### config.mk
export PLATFORM = sky130hd
export DESIGN_NAME = seq_match_scheduler
export DESIGN_NICKNAME = d
export VERILOG_FILES = /design/src/rtl/seq_match_pkg.sv /design/src/rtl/seq_match_core.sv /design/src/rtl/seq_match_scheduler.sv
export SDC_FILE = /design/constraint.sdc
export NUM_CORES = 1
export LEC_CHECK = 0
export ABC_CLOCK_PERIOD_IN_PS = 2900
export CORE_MARGIN = 4
export CORE_UTILIZATION = 45
export DETAILED_ROUTE_END_ITERATION = 8
export GPL_TIMING_DRIVEN = 0
export HOLD_SLACK_MARGIN = 0.08
export MAX_ROUTING_LAYER = met4
export PLACE_DENSITY_LB_ADDON = 0.15
export SLEW_MARGIN = 40
export SYNTH_ARGS = -nofsm -noshare
export SYNTH_HDL_FRONTEND = slang
export SYNTH_HIERARCHICAL = 1
export SYNTH_SLANG_ARGS = --single-unit
### constraint.sdc
create_clock -name clock -period 2.9 [get_ports clock]
set_input_delay 0.435 -clock clock [delete_from_list [all_inputs] [get_ports clock]]
set_output_delay 0.435 -clock clock [all_outputs]
set_load 0.01 [all_outputs]
### src/rtl/seq_match_pkg.sv
// Shared types and constants for the bit-serial "110" match scheduler.
package seq_match_pkg;

  typedef enum logic [1:0] {
    IDLE  = 2'd0,
    LOAD  = 2'd1,
    SHIFT = 2'd2,
    DONE  = 2'd3
  } state_t;

  localparam int                 PAT_LEN     = 3;
  localparam logic [PAT_LEN-1:0] DEF_PATTERN = 3'b110;

  function automatic int clog2(input int v);
    int r = 0;
    while ((1 << r) < v) r++;
    return r;
  endfunction

endpackage

### src/rtl/seq_match_core.sv
// Bit-serial pattern detector: PAT_LEN-bit history, bits-seen counter and hit counter.
module seq_match_core
  import seq_match_pkg::*;
#(
  parameter int                 WORD_W  = 8,
  parameter logic [PAT_LEN-1:0] PATTERN = DEF_PATTERN,
  localparam int                CNT_W   = clog2(WORD_W + 1)
) (
  input  logic             clock,
  input  logic             reset,
  input  logic             clear,
  input  logic             shift_en,
  input  logic             bit_in,
  output logic [CNT_W-1:0] count
);

  localparam int                NB_W   = clog2(PAT_LEN);
  localparam logic [NB_W-1:0]   NB_MAX = NB_W'(PAT_LEN - 1);

  logic [PAT_LEN-1:0] r_hist;
  logic [NB_W-1:0]    r_nbits;
  logic [CNT_W-1:0]   r_cnt;
  logic [PAT_LEN-1:0] w_window;
  logic               w_hit;

  // A hit needs PAT_LEN real bits of this word, so reset zeros never form a match.
  assign w_window = {r_hist[PAT_LEN-2:0], bit_in};
  assign w_hit    = shift_en && (w_window == PATTERN) && (r_nbits == NB_MAX);
  assign count    = r_cnt;

  // NOTE: sequential state uses non-blocking assignments so every register samples pre-edge values.
  always_ff @(posedge clock or negedge reset) begin
    if (!reset) begin
      r_hist  <= '0;
      r_nbits <= '0;
      r_cnt   <= '0;
    end else if (clear) begin
      r_hist  <= '0;
      r_nbits <= '0;
      r_cnt   <= '0;
    end else if (shift_en) begin
      r_hist <= w_window;
      if (r_nbits != NB_MAX) r_nbits <= r_nbits + NB_W'(1);
      if (w_hit)             r_cnt   <= r_cnt + CNT_W'(1);
    end
  end

endmodule

### src/rtl/seq_match_scheduler.sv
// Round-robin front end sharing one seq_match_core between N_REQ word requesters.
module seq_match_scheduler
  import seq_match_pkg::*;
#(
  parameter int                 N_REQ   = 4,
  parameter int                 WORD_W  = 8,
  parameter logic [PAT_LEN-1:0] PATTERN = DEF_PATTERN,
  localparam int                CNT_W   = clog2(WORD_W + 1),
  localparam int                GID_W   = (N_REQ > 1) ? clog2(N_REQ) : 1
) (
  input  logic                    clock,
  input  logic                    reset,
  input  logic [N_REQ-1:0]        req_valid,
  input  logic [N_REQ*WORD_W-1:0] req_data,
  output logic [N_REQ-1:0]        req_ready,
  output logic [N_REQ-1:0]        resp_valid,
  output logic [CNT_W-1:0]        resp_count,
  output logic                    busy,
  output logic [GID_W-1:0]        grant_id
);

  localparam int              BC_W    = (WORD_W > 1) ? clog2(WORD_W) : 1;
  localparam logic [BC_W-1:0] BC_LAST = BC_W'(WORD_W - 1);

  state_t            r_state, w_next;
  logic [GID_W-1:0]  r_ptr, r_sel, r_grant_id, w_sel;
  logic              w_found;
  logic [WORD_W-1:0] r_word, w_word;
  logic [BC_W-1:0]   r_bit_cnt;
  logic [CNT_W-1:0]  w_count;

  // NOTE: every always_comb output gets a default first so no latch is inferred.
  always_comb begin
    w_found = 1'b0;
    w_sel   = r_ptr;
    for (int i = 1; i <= N_REQ; i++) begin
      if (!w_found && req_valid[(int'(r_ptr) + i) % N_REQ]) begin
        w_found = 1'b1;
        w_sel   = GID_W'((int'(r_ptr) + i) % N_REQ);
      end
    end
  end

  always_comb begin
    w_word = '0;
    for (int i = 0; i < N_REQ; i++)
      if (r_sel == GID_W'(i)) w_word = req_data[i*WORD_W +: WORD_W];
  end

  always_ff @(posedge clock or negedge reset) begin
    if (!reset) r_state <= IDLE;
    else        r_state <= w_next;
  end

  always_comb begin
    w_next = r_state;
    unique case (r_state)
      IDLE:    if (w_found) w_next = LOAD;
      LOAD:    w_next = SHIFT;
      SHIFT:   if (r_bit_cnt == BC_LAST) w_next = DONE;
      DONE:    w_next = IDLE;
      default: w_next = IDLE;
    endcase
  end

  always_comb begin
    req_ready  = '0;
    resp_valid = '0;
    resp_count = '0;
    if (r_state == LOAD) req_ready[r_sel] = 1'b1;
    if (r_state == DONE) begin
      resp_valid[r_sel] = 1'b1;
      resp_count        = w_count;
    end
  end

  assign busy     = (r_state != IDLE);
  assign grant_id = r_grant_id;

  always_ff @(posedge clock or negedge reset) begin
    if (!reset) begin
      r_ptr      <= GID_W'(N_REQ - 1);
      r_sel      <= '0;
      r_grant_id <= '0;
      r_word     <= '0;
      r_bit_cnt  <= '0;
    end else begin
      unique case (r_state)
        IDLE: if (w_found) r_sel <= w_sel;
        LOAD: begin
          r_word     <= w_word;
          r_ptr      <= r_sel;
          r_grant_id <= r_sel;
          r_bit_cnt  <= '0;
        end
        SHIFT: begin
          r_word    <= {r_word[WORD_W-2:0], 1'b0};
          r_bit_cnt <= r_bit_cnt + BC_W'(1);
        end
        default: ;
      endcase
    end
  end

  seq_match_core #(
    .WORD_W  (WORD_W),
    .PATTERN (PATTERN)
  ) u_core (
    .clock    (clock),
    .reset    (reset),
    .clear    (r_state == LOAD),
    .shift_en (r_state == SHIFT),
    .bit_in   (r_word[WORD_W-1]),
    .count    (w_count)
  );

endmodule

==> metrics.cfg <==
[synthesis]
ys_seq_area_share_pct=39.94
yosysTopAreaCell=dfrtp_1
async_flop_share_pct=100.0
postSynthCellCount=161
syn_area_mm2=0.001698
synth_area_leaders=dfrtp_1, ha_1, mux4_1, mux2i_1, mux4_2
synth_top_area_share_pct=36.85
synth-main-ff-cell=dfrtp_1
ys_types=38
yosysWarningCount=6
syn-num-nets=208
synth-edff-count=0
syn_area_per_cell_um2=10.55
synth-seq-cells=27

[route]
wl_um=3901
routedWlPerCell_um=14.72
via_count=1418
drt_first_iter_violations=41
vias_per_cell=5.351
drc=0
first_pass_iters=4
ant_nets=0

[floorplan]
die_w_um=69.43
placementRows=22
die_area_mm2=0.004820
die_height_um=69.43
io_pins=53
start_util_pct=46.38
core_area_mm2=0.003661

[worst_setup_path]
r2r_setup_slack_ps=1090
r2r_start=r_state[0]
reg2reg_depth=5
path_class=reg -> out
crit_start=r_state[1]
start_kind=register
required_ps=2470
worstPathMaxFanout=9
end_kind=primary output
cp.arrival_ps=1980

[placement]
port-buffer-count=52
routabilityCongestion=0.7500
hpwl_um=3122
placedInstanceArea_mm2=0.002273

[pwr]
worst_ir_drop_vdd_uv=395.8
powerDensity_mw_per_mm2=876.6
p_leak_nw=0.9724
clockPowerShare_pct=10.5
switching_power_mw=0.8138
internal-power_mw=1.219
p_comb_share_pct=57.8
p_seq_share_pct=31.7
swShare_pct=40.04

[clock_tree]
clk-insertion-delay-late_ps=270
clk_pin_slew_ps=90
clockRootBuffer=clkbuf_8
htree_levels=1
cts.sinks=27
numCtsBuffers=3
cts_tree=built
post-cts-setup-buffer-count=0
cts_hold_buf=0
cts_resized=0
clock_path_buffers=2

[outcome]
status=complete, no violations

[timing]
skew_ps=2.474
setup_viol=0
fin_tns_setup_ps=0
finalCritPeriodShare_pct=83.12
max_slew_margin_pct=58.26
fin_crit_ps=2411
worstMarginPinSlew_ps=626.1
rsz0062_at_grt=no
fmax_mhz=414.8
hold_violations=0
drv_slew=0

[global_routing]
grtUsageTotal_pct=17.54
grt_max_degree=28
overflow=0
antenna_found_initial=0
grt_pass1_vias=1533
grt_pass1_wl_um=6624

[job]
cap_violations=0

[finish]
n_antenna_cell=0
fin_area_mm2=0.002318
final_cell_mix=clkdlybuf4s50_1, dfrtp_1, nor2_1, inv_1, a21oi_1
drive_above_1_share_pct=8.756
num-fill-cells=317
mostFrequentLayoutCell=clkdlybuf4s50_1
nNetsFinal=265
area_delta_synth_final_pct=36.55

[min_path]
hold_path.class=in -> async

## sequential cells by signal, summed over array words and instances, names as in the netlist
register	count
u_core/r_nbits	2
r_bit_cnt	3
r_ptr	2
u_core/r_hist	2
r_sel	2
r_word	8
r_state	2
grant_id	2
u_core/count	4
## metal layers
metal  vias up  track usage (%)  share of wire [%]
met5         -                -                  0
met4         0            5.857                1.2
met3         4            2.754                4.8
met2        49            31.99                 53
met1       677            19.35                 41
li1        688                -                  -
## synthesized netlist by cell type, drive strengths merged (4+ instances only)
library cell,n
nand2,6
mux4,8
clkbuf,4
nand2b,6
and2,4
nor3b,5
o21ai,11
inv,13
a21oi,13
ha,9
mux2i,10
nor2,15
dfrtp,25
buf,4
## power groups by stage
stage               clock network (mW)  logic, mW  registers (mW)
floorplan                            0      0.840           0.629
global placement                     0       1.12           0.638
detailed placement                   0       1.18           0.649
CTS                              0.216       1.19           0.644
global route                     0.231       1.30           0.663
finish                           0.214       1.17           0.644
## worst max-delay path, stage by stage, from the launching register on
cell	delay, ps
dfrtp_1	420
inv_1	120
ha_1	320
nand2_1	170
nor2_1	130
clkdlybuf4s50_1	550
## path summary, 6_finish.rpt
kind | to
max reg2reg | u_core/count[0]
min in group clock | u_core/r_nbits[0]
min | u_core/count[1]
min reg2reg | u_core/r_nbits[0]
max in group asynchronous | r_bit_cnt[1]
max | req_ready[3]
## cell families after synthesis
group                    Yosys count  share of synthesized area [%]
AND/OR/NAND/NOR                   52                          17.10
AO/OA/AOI/OAI                     31                          10.46
flip-flops                        27                          39.94
buffers and inverters             21                          6.485
multiplexers                      21                          19.38
adder cells (fa/ha/maj)            9                          6.632
## per-stage QoR
stage	std cells	hold slack (ps)	utilization, %	power (mW)	setup WS (ps)
after floorplan	161	139.4	-	1.469	1334
after global placement	261	503.6	62.24	1.763	869.1
after detailed placement	261	479.7	62.10	1.834	813.9
after CTS	265	182.0	63.33	2.047	495.6
after global routing	265	213.6	63.33	2.191	345.6
final	265	170.1	63.33	2.032	489.4
## area by class of cell
type	instances	area (um2)	share of cell area, %
buffer	8	61.31	2.644
clock buffer	4	45.04	1.943
inverter	13	48.80	2.105
multi-input combinational	113	909.6	39.23
sequential	27	678.2	29.25
tap	48	60.06	2.590
timing repair buffer	52	515.5	22.23
Power figures use the tool's default switching activity.
